==> src/rtl/hazard_pkg.sv <==
// Shared encodings and helpers for the pipeline hazard controller.
package hazard_pkg;

    localparam logic [1:0] FWD_RF      = 2'b00;
    localparam logic [1:0] FWD_W       = 2'b01;
    localparam logic [1:0] FWD_M       = 2'b10;
    localparam logic [1:0] RESULT_LOAD = 2'b01;

    typedef enum logic {
        ST_RUN,
        ST_WAIT
    } hz_state_t;

    // M-stage result wins over W-stage result; x0 is never a forwarding source.
    function automatic logic [1:0] fwd_sel(
        input logic [4:0] rs,
        input logic [4:0] rd_m,
        input logic       we_m,
        input logic [4:0] rd_w,
        input logic       we_w
    );
        if (we_m && rd_m != 5'd0 && rs == rd_m)
            return FWD_M;
        else if (we_w && rd_w != 5'd0 && rs == rd_w)
            return FWD_W;
        else
            return FWD_RF;
    endfunction

endpackage

==> src/rtl/hazard_controller_if.sv <==
// Pipeline-to-hazard-controller signal bundle; the pipeline is master, the controller is slave.
interface hazard_controller_if #(
    parameter int unsigned CNT_W = 32
);
    logic [4:0]       rs1D;
    logic [4:0]       rs2D;
    logic [4:0]       rs1E;
    logic [4:0]       rs2E;
    logic [4:0]       rdE;
    logic [4:0]       rdM;
    logic [4:0]       rdW;
    logic [1:0]       ResultSrcE;
    logic             RegWriteM;
    logic             RegWriteW;
    logic             PCSrcE;
    logic             MemAccessM;
    logic             dmem_ready;
    logic [1:0]       ForwardAE;
    logic [1:0]       ForwardBE;
    logic             StallF;
    logic             StallD;
    logic             StallE;
    logic             StallM;
    logic             FlushD;
    logic             FlushE;
    logic             FlushW;
    logic             mem_timeout;
    logic [CNT_W-1:0] stall_cnt;
    logic [CNT_W-1:0] flush_cnt;

    modport master (
        output rs1D, rs2D, rs1E, rs2E, rdE, rdM, rdW, ResultSrcE,
               RegWriteM, RegWriteW, PCSrcE, MemAccessM, dmem_ready,
        input  ForwardAE, ForwardBE, StallF, StallD, StallE, StallM,
               FlushD, FlushE, FlushW, mem_timeout, stall_cnt, flush_cnt
    );

    modport slave (
        input  rs1D, rs2D, rs1E, rs2E, rdE, rdM, rdW, ResultSrcE,
               RegWriteM, RegWriteW, PCSrcE, MemAccessM, dmem_ready,
        output ForwardAE, ForwardBE, StallF, StallD, StallE, StallM,
               FlushD, FlushE, FlushW, mem_timeout, stall_cnt, flush_cnt
    );

endinterface

==> src/rtl/hazard_controller_sat_counter.sv <==
// Event counter that sticks at all-ones instead of wrapping.
module sat_counter #(
    parameter int unsigned W = 32
) (
    input  logic         clk,
    input  logic         reset,
    input  logic         inc,
    output logic [W-1:0] count
);

    always_ff @(posedge clk) begin
        if (reset)
            count <= '0;
        else if (inc && count != '1)
            count <= count + 1'b1;
    end

endmodule

==> src/rtl/hazard_controller.sv <==
// Stall/flush/forward sequencing for the 5-stage RV32 pipeline, with a
// memory wait-state watchdog and saturating stall/flush event counters.
module hazard_controller
    import hazard_pkg::*;
#(
    parameter int unsigned CNT_W    = 32,
    parameter int unsigned WAIT_MAX = 16
) (
    input logic                clk,
    input logic                reset,
    hazard_controller_if.slave hz
);

    localparam logic [7:0] WAIT_LIM = 8'(WAIT_MAX);

    hz_state_t  state;
    hz_state_t  state_next;
    logic       in_wait;
    logic [7:0] wait_cnt;
    logic       timeout_q;
    logic       mem_wait;
    logic       lw_stall;
    logic       flush_evt;
    logic [CNT_W-1:0] stall_count;
    logic [CNT_W-1:0] flush_count;

    assign mem_wait = hz.MemAccessM & ~hz.dmem_ready;
    assign lw_stall = (hz.ResultSrcE == RESULT_LOAD) && (hz.rdE != 5'd0) &&
                      ((hz.rdE == hz.rs1D) || (hz.rdE == hz.rs2D));

    always_comb begin
        hz.ForwardAE = FWD_RF;
        hz.ForwardBE = FWD_RF;
        if (!reset) begin
            hz.ForwardAE = fwd_sel(hz.rs1E, hz.rdM, hz.RegWriteM, hz.rdW, hz.RegWriteW);
            hz.ForwardBE = fwd_sel(hz.rs2E, hz.rdM, hz.RegWriteM, hz.rdW, hz.RegWriteW);
        end
    end

    // A memory wait freezes F..M, so any redirect or load-use in E is replayed once it ends.
    always_comb begin
        hz.StallF = 1'b0;
        hz.StallD = 1'b0;
        hz.StallE = 1'b0;
        hz.StallM = 1'b0;
        hz.FlushD = 1'b0;
        hz.FlushE = 1'b0;
        hz.FlushW = 1'b0;
        if (!reset) begin
            if (mem_wait) begin
                hz.StallF = 1'b1;
                hz.StallD = 1'b1;
                hz.StallE = 1'b1;
                hz.StallM = 1'b1;
                hz.FlushW = 1'b1;
            end else if (hz.PCSrcE) begin
                hz.FlushD = 1'b1;
                hz.FlushE = 1'b1;
            end else if (lw_stall) begin
                hz.StallF = 1'b1;
                hz.StallD = 1'b1;
                hz.FlushE = 1'b1;
            end
        end
    end

    always_ff @(posedge clk) begin
        if (reset)
            state <= ST_RUN;
        else
            state <= state_next;
    end

    always_comb begin
        state_next = state;
        case (state)
            ST_RUN:  if (mem_wait) state_next = ST_WAIT;
            ST_WAIT: if (!mem_wait) state_next = ST_RUN;
            default: state_next = ST_RUN;
        endcase
    end

    always_comb begin
        in_wait = (state == ST_WAIT);
    end

    always_ff @(posedge clk) begin
        if (reset || !in_wait)
            wait_cnt <= '0;
        else if (wait_cnt != WAIT_LIM)
            wait_cnt <= wait_cnt + 8'd1;
    end

    always_ff @(posedge clk) begin
        if (reset)
            timeout_q <= 1'b0;
        else if (in_wait && wait_cnt == WAIT_LIM - 8'd1)
            timeout_q <= 1'b1;
    end

    assign hz.mem_timeout = timeout_q;
    assign flush_evt      = hz.PCSrcE & ~mem_wait & ~reset;

    sat_counter #(.W(CNT_W)) u_stall_cnt (
        .clk   (clk),
        .reset (reset),
        .inc   (hz.StallF),
        .count (stall_count)
    );

    sat_counter #(.W(CNT_W)) u_flush_cnt (
        .clk   (clk),
        .reset (reset),
        .inc   (flush_evt),
        .count (flush_count)
    );

    assign hz.stall_cnt = stall_count;
    assign hz.flush_cnt = flush_count;

endmodule

==> src/flat_wrapper.sv <==
// flat-port wrapper written by rule: the top's interface ports become plain ports
module hazard_controller_flat import hazard_pkg::*;
#(
    parameter int unsigned CNT_W    = 32,
    parameter int unsigned WAIT_MAX = 16
)
  (clk, reset, hz_rs1D, hz_rs2D, hz_rs1E, hz_rs2E, hz_rdE, hz_rdM, hz_rdW, hz_ResultSrcE, hz_RegWriteM, hz_RegWriteW, hz_PCSrcE, hz_MemAccessM, hz_dmem_ready, hz_ForwardAE, hz_ForwardBE, hz_StallF, hz_StallD, hz_StallE, hz_StallM, hz_FlushD, hz_FlushE, hz_FlushW, hz_mem_timeout, hz_stall_cnt, hz_flush_cnt);
  hazard_controller_if #(.CNT_W(CNT_W)) hz_i ();
  input logic clk;
  input logic reset;
  input wire logic [$bits(hz_i.rs1D)-1:0] hz_rs1D;
  input wire logic [$bits(hz_i.rs2D)-1:0] hz_rs2D;
  input wire logic [$bits(hz_i.rs1E)-1:0] hz_rs1E;
  input wire logic [$bits(hz_i.rs2E)-1:0] hz_rs2E;
  input wire logic [$bits(hz_i.rdE)-1:0] hz_rdE;
  input wire logic [$bits(hz_i.rdM)-1:0] hz_rdM;
  input wire logic [$bits(hz_i.rdW)-1:0] hz_rdW;
  input wire logic [$bits(hz_i.ResultSrcE)-1:0] hz_ResultSrcE;
  input wire logic [$bits(hz_i.RegWriteM)-1:0] hz_RegWriteM;
  input wire logic [$bits(hz_i.RegWriteW)-1:0] hz_RegWriteW;
  input wire logic [$bits(hz_i.PCSrcE)-1:0] hz_PCSrcE;
  input wire logic [$bits(hz_i.MemAccessM)-1:0] hz_MemAccessM;
  input wire logic [$bits(hz_i.dmem_ready)-1:0] hz_dmem_ready;
  output wire logic [$bits(hz_i.ForwardAE)-1:0] hz_ForwardAE;
  output wire logic [$bits(hz_i.ForwardBE)-1:0] hz_ForwardBE;
  output wire logic [$bits(hz_i.StallF)-1:0] hz_StallF;
  output wire logic [$bits(hz_i.StallD)-1:0] hz_StallD;
  output wire logic [$bits(hz_i.StallE)-1:0] hz_StallE;
  output wire logic [$bits(hz_i.StallM)-1:0] hz_StallM;
  output wire logic [$bits(hz_i.FlushD)-1:0] hz_FlushD;
  output wire logic [$bits(hz_i.FlushE)-1:0] hz_FlushE;
  output wire logic [$bits(hz_i.FlushW)-1:0] hz_FlushW;
  output wire logic [$bits(hz_i.mem_timeout)-1:0] hz_mem_timeout;
  output wire logic [$bits(hz_i.stall_cnt)-1:0] hz_stall_cnt;
  output wire logic [$bits(hz_i.flush_cnt)-1:0] hz_flush_cnt;
  assign hz_i.rs1D = hz_rs1D;
  assign hz_i.rs2D = hz_rs2D;
  assign hz_i.rs1E = hz_rs1E;
  assign hz_i.rs2E = hz_rs2E;
  assign hz_i.rdE = hz_rdE;
  assign hz_i.rdM = hz_rdM;
  assign hz_i.rdW = hz_rdW;
  assign hz_i.ResultSrcE = hz_ResultSrcE;
  assign hz_i.RegWriteM = hz_RegWriteM;
  assign hz_i.RegWriteW = hz_RegWriteW;
  assign hz_i.PCSrcE = hz_PCSrcE;
  assign hz_i.MemAccessM = hz_MemAccessM;
  assign hz_i.dmem_ready = hz_dmem_ready;
  assign hz_ForwardAE = hz_i.ForwardAE;
  assign hz_ForwardBE = hz_i.ForwardBE;
  assign hz_StallF = hz_i.StallF;
  assign hz_StallD = hz_i.StallD;
  assign hz_StallE = hz_i.StallE;
  assign hz_StallM = hz_i.StallM;
  assign hz_FlushD = hz_i.FlushD;
  assign hz_FlushE = hz_i.FlushE;
  assign hz_FlushW = hz_i.FlushW;
  assign hz_mem_timeout = hz_i.mem_timeout;
  assign hz_stall_cnt = hz_i.stall_cnt;
  assign hz_flush_cnt = hz_i.flush_cnt;
  hazard_controller #(.CNT_W(CNT_W), .WAIT_MAX(WAIT_MAX)) u_core (.clk(clk), .reset(reset), .hz(hz_i));
endmodule
==> config.mk <==
export PLATFORM = sky130hd
export DESIGN_NAME = hazard_controller_flat
export DESIGN_NICKNAME = d
export VERILOG_FILES = /design/src/rtl/hazard_pkg.sv /design/src/rtl/hazard_controller_if.sv /design/src/rtl/hazard_controller_sat_counter.sv /design/src/rtl/hazard_controller.sv /design/src/flat_wrapper.sv
export SDC_FILE = /design/constraint.sdc
export NUM_CORES = 1
export LEC_CHECK = 0
export BUFFER_PORTS_ARGS = -buffer_cell sky130_fd_sc_hd__buf_2
export CAP_MARGIN = 20
export CORE_MARGIN = 4
export CORE_UTILIZATION = 46
export CTS_CLUSTER_DIAMETER = 200
export DETAILED_ROUTE_END_ITERATION = 8
export PLACE_DENSITY = 0.77
export SYNTH_ARGS = -nofsm -noshare
export SYNTH_HDL_FRONTEND = slang
export SYNTH_HIERARCHICAL = 1
export SYNTH_SLANG_ARGS = --single-unit
==> constraint.sdc <==
create_clock -name clk -period 4.1 [get_ports clk]
set_input_delay 0.82 -clock clk [delete_from_list [all_inputs] [get_ports clk]]
set_output_delay 0.82 -clock clk [all_outputs]
set_load 0.01 [all_outputs]
==> impl_metrics.tcl, run 1 <==
set metrics [dict create \
    syn-instance-count 510 \
    grtUsageMet2_pct 38.7 \
    worstHoldPathType "flop to flop" \
    crit_type "input port to output pin" \
    cts_setup_buffers 0 \
    ys.flop_type "dfxtp_1" \
    clkLatencyLatePin_ps 340 \
    hold_depth 2 \
    cts.sinks 74 \
    use_met1_pct 25.7 \
    die_area_mm2 0.0109 \
    vdd_drop_max_uv 178 \
    period_share_pct 77.9 \
    power.density_mw_per_mm2 273 \
    tritoncts "built" \
    seq_area_mm2 0.00148 \
    area_growth_pct 21.0 \
    initial_core_util_pct 48.2 \
    async_reset_ff_share_pct 0 \
    outcome "finished clean" \
    tightest_slew_ps 757 \
    layout_common_cells "buf_2, dfxtp_1, a21oi_1" \
    final_common_cell "buf_2" \
    max-clock-path-buffers 2 \
    via_per_inst 5.94 \
    synth_seq_cells 74 \
    top_usage_layer "met2" \
    yosysWarningCount 6 \
    core_mm2 0.00885 \
    drive_above_1_share_pct 26.1 \
    hpwl_um 8890 \
    rows 34 \
    diodes 0 \
    grt-ovfl-total 0 \
    synth_area_per_cell_um2 8.36 \
    r2r_cells 6 \
    nNetsFinal 671 \
    cts_buffers 9 \
    max_cap_viol_count 0 \
    setup_viol 0 \
    cts_htree_levels 3 \
    clockRootBuffer "clkbuf_8" \
    syn-num-nets 558 \
    place_area_mm2 0.00495 \
    fillers 862 \
    use_met3_pct 5.15 \
    final_antenna_net_count 0 \
    wl_um 11700 \
    slew_headroom_pct 49.1 \
    critPathCaptureType "output pin" \
    die_y_um 104 \
    rsz0062_at_grt "false" \
    io_pins 120 \
    antenna_found_initial 0 \
    die_w_um 104 \
    path_max_fanout 40 \
    grt_max_degree 41 \
    worstPathRequired_ps 3280 \
    ys_seq_area_share_pct 34.8 \
    cts_hold_buf 0 \
    grt_pass1_vias 4359 \
    start_kind "input port" \
    fin_crit_ps 3190 \
    multi_input_area_mm2 0.00265 \
    post_cts_resized 0 \
    clk_pin_slew_ps 70 \
    wire_per_inst_um 15.8 \
    hold_viol 0 \
    yosysUniqueCellTypes 47 \
    drc 0 \
    worstPathArrival_ps 2370 \
    gp_congestion 0.944 \
    io_buffers 119 \
    grt.total_usage_pct 21.8 \
    p_leak_nw 1.92 \
    clock.fmax_mhz 313 \
    via_count 4374 \
    finalSetupTns_ps 0 \
    slew_violations 0 \
    drt_pass1_iterations 5 \
    drt_iter0_drc 238 \
    grt_pass1_wl_um 20200 \
    final_cell_area_mm2 0.00516 \
    synth_edf_count 0 \
    synth_area_mm2 0.00426 \
    skew_ps 10.5 \
]
[final timing paths]
check,to,start,slack [ps]
setup / recovery,hz_ForwardAE[0],reset,910
hold / removal,u_core/hz.mem_timeout,u_core/hz.mem_timeout,480
setup reg to reg,u_core/u_flush_cnt/count[21],u_core/u_flush_cnt/count[16],1320
hold reg to reg,u_core/hz.mem_timeout,u_core/hz.mem_timeout,480
[sequential cells by signal, indices dropped and copies added, names as in the netlist]
signal,flops
u_core/wait_cnt,8
u_core/u_flush_cnt/count,32
u_core/in_wait,1
u_core/u_stall_cnt/count,32
u_core/hz.mem_timeout,1
[worst max-delay path, stage by stage]
cell and delay (ps):
buf_2 130, buf_4 260, nor2b_1 140, o21ai_0 90, or4_1 590, nor4_2 160, buf_2 170
[layout make-up]
cell class / instances / area share [%]
multi-input combinational: 403 / 51.4
sequential: 74 / 28.7
timing repair buffer: 127 / 12.7
clock buffer: 11 / 2.94
tap: 108 / 2.62
clock inverter: 5 / 1.02
inverter: 8 / 0.582
[Yosys cell counts, types with 3 or more instances]
master | n | area, µm²
dfxtp_1 | 74 | 1480
a21oi_1 | 46 | 230
nor2_1 | 39 | 146
nand3_1 | 31 | 155
or4_1 | 28 | 210
xnor2_1 | 27 | 236
nand2_1 | 26 | 97.6
o31ai_1 | 24 | 180
xor2_1 | 24 | 210
nand4_1 | 20 | 125
or3_1 | 20 | 125
o21ai_0 | 17 | 85.1
clkbuf_1 | 16 | 60.1
and3_1 | 10 | 62.6
nor3_1 | 10 | 50.1
nor4_1 | 10 | 62.6
and4_1 | 8 | 70.1
inv_1 | 8 | 30.0
buf_2 | 6 | 30.0
nor2b_1 | 5 | 31.3
nor3b_1 | 5 | 37.5
a2111oi_0 | 4 | 35.0
ha_1 | 4 | 50.1
nand2b_1 | 4 | 25.0
nor4_2 | 4 | 50.1
and2_1 | 3 | 18.8
buf_4 | 3 | 22.5
[power breakdown]
part / total [W] / switching (W) / internal, W
registers: 0.000724 / 0.00000330 / 0.000721
logic: 0.000108 / 0.0000612 / 0.0000470
clock network: 0.000574 / 0.000263 / 0.000311
[through the flow]
stage	hold slack [ps]	std cells	utilization, %	total power [W]	worst slack (ps)
floorplan	469	510	-	0.000796	742
global placement	451	720	56.0	0.000846	788
detailed placement	479	720	56.0	0.000849	699
CTS	495	736	58.3	0.00142	919
global route	522	736	58.3	0.00146	719
finish	485	736	58.3	0.00141	908
[per-layer routing]
layer	part of all wire, %	vias up	wire [µm]
met3	6.9	25	805
met2	49	165	5760
met1	42	2043	4850
met5	0	-	0
li1	-	2141	-
met4	2.1	0	250
[kinds of logic after synthesis]
kind of cell               after synthesis  share of synthesized area [%]
and+or+nand+nor                        236                           32.6
DFF                                     74                           34.8
muxes                                    6                           1.53
AOI/OAI and AO/OA                      106                           16.1
buffers and inverters                   33                           3.35
adders and majority gates                4                           1.17
xor gates and xnor gates                51                           10.5
Power figures use the tool's default switching activity.
==> run 2, diff against run 1 <==
--- a/config.mk
+++ b/config.mk
@@ -11,7 +11,7 @@
 export CORE_UTILIZATION = 46
 export CTS_CLUSTER_DIAMETER = 200
 export DETAILED_ROUTE_END_ITERATION = 8
-export PLACE_DENSITY = 0.77
+export PLACE_DENSITY = 0.8
 export SYNTH_ARGS = -nofsm -noshare
 export SYNTH_HDL_FRONTEND = slang
 export SYNTH_HIERARCHICAL = 1
==> constraint.sdc (replaced) <==
create_clock -name clk -period 2.58 [get_ports clk]
set_input_delay 0.516 -clock clk [delete_from_list [all_inputs] [get_ports clk]]
set_output_delay 0.516 -clock clk [all_outputs]
set_load 0.01 [all_outputs]
==> impl_metrics.tcl, run 2 (synthesis results as in run 1) <==
set metrics [dict create \
    power.density_mw_per_mm2 456 \
    die_w_um 104 \
    diodes 0 \
    drive_above_1_share_pct 28.4 \
    slew_violations 0 \
    vdd_drop_max_uv 421 \
    setup_viol 0 \
    dp.cells 736 \
    gp_congestion 0.848 \
    layout_common_cells "buf_2, dfxtp_1, a21oi_1" \
    post_cts_resized 0 \
    drt_iter0_drc 201 \
    start_kind "input port" \
    period_share_pct 96.8 \
    power_w 0.00245 \
    rows 34 \
    grt.total_usage_pct 21.2 \
    max_cap_viol_count 0 \
    via_count 4421 \
    grt-ovfl-total 0 \
    critPathCaptureType "output pin" \
    antenna_found_initial 0 \
    final_common_cell "buf_2" \
    path_max_fanout 4 \
    place_area_mm2 0.00511 \
    area_growth_pct 26.0 \
    nNetsFinal 688 \
    worstHoldPathType "input port to flop" \
    cts_htree_levels 3 \
    grt_max_degree 38 \
    clock.fmax_mhz 400 \
    fin_cells 753 \
    core_mm2 0.00885 \
    io_pins 120 \
    tightest_slew_ps 678 \
    cts.sinks 74 \
    final_antenna_net_count 0 \
    worstPathRequired_ps 2060 \
    clk_pin_slew_ps 80 \
    hold_viol 0 \
    outcome "finished clean" \
    drc 0 \
    via_per_inst 5.87 \
    wl_um 11700 \
    clkLatencyLatePin_ps 360 \
    p_leak_nw 2.05 \
    max-clock-path-buffers 2 \
    wire_per_inst_um 15.6 \
    cts_hold_buf 0 \
    grt_pass1_vias 4148 \
    io_buffers 119 \
    hpwl_um 8870 \
    worstPathArrival_ps 1980 \
    reg_top3 "u_core/u_flush_cnt/count: 32 flops, u_core/u_stall_cnt/count: 32 flops, u_core/wait_cnt: 8 flops" \
    whs_ps 484 \
    cts_buffers 9 \
    clockRootBuffer "clkbuf_8" \
    drt_pass1_iterations 5 \
    final_cell_area_mm2 0.00537 \
    initial_core_util_pct 48.2 \
    grt_pass1_wl_um 19600 \
    slew_headroom_pct 54.4 \
    die_area_mm2 0.0109 \
    crit_type "input port to output pin" \
    die_y_um 104 \
    tritoncts "built" \
    fin_crit_ps 2500 \
    skew_ps 11.2 \
]
==> run 2: layer usage <==
layer	wire length, µm	vias to the layer above	share of wire, %	track usage [%]
met5	0	-	0	0
met4	131	0	1.1	5.70
met3	662	15	5.6	5.21
met2	5880	132	50	36.5
met1	5070	2099	43	26.5
li1	-	2175	-	-
==> run 2: through the flow <==
| step | util, % | setup slack (ps) | TNS [ps] |
|---|---|---|---|
| after floorplan | - | -96.4 | -248 |
| after global placement | 57.8 | -57.3 | -57.3 |
| after detailed placement | 57.8 | -109 | -283 |
| after CTS | 60.6 | 66.4 | 0 |
| after global routing | 60.7 | -1.05 | -1.05 |
| final | 60.7 | 81.6 | 0 |
==> run 2: area by class of cell <==
cell class	count	area (µm²)
multi-input combinational	403	2670
clock inverter	7	125
fill	789	3480
inverter	8	30.0
clock buffer	9	124
timing repair buffer	144	808
tap	108	135
sequential	74	1480
==> run 2: worst max-delay path, cell delays in order <==
cell and delay, ps:
buf_2 120, or4_1 570, o21ai_2 250, nor3_1 100
nor4_2 260, buf_2 170
==> run 2: power breakdown <==
part / switching, W / internal, W
registers: 0.00000506 / 0.00114
logic: 0.0000954 / 0.0000772
clock network: 0.000474 / 0.000651
total: 0.000574 / 0.00187
==> run 2: what timing repair did <==
item / CTS / global route
buffers inserted: 0 / 1
endpoints found under the setup margin: 0 / 1
endpoints found under the hold margin: 0 / 0
==> run 2: final timing paths <==
kind	from	endpoint	slack [ps]	cells past startpoint
setup reg to reg	u_core/u_flush_cnt/count[17]	u_core/u_flush_cnt/count[31]	270	6
hold reg to reg	u_core/u_flush_cnt/count[23]	u_core/u_flush_cnt/count[23]	500	2
hold / removal	hz_dmem_ready	u_core/in_wait	480	3
setup / recovery	hz_rdM[1]	hz_ForwardAE[0]	80	6
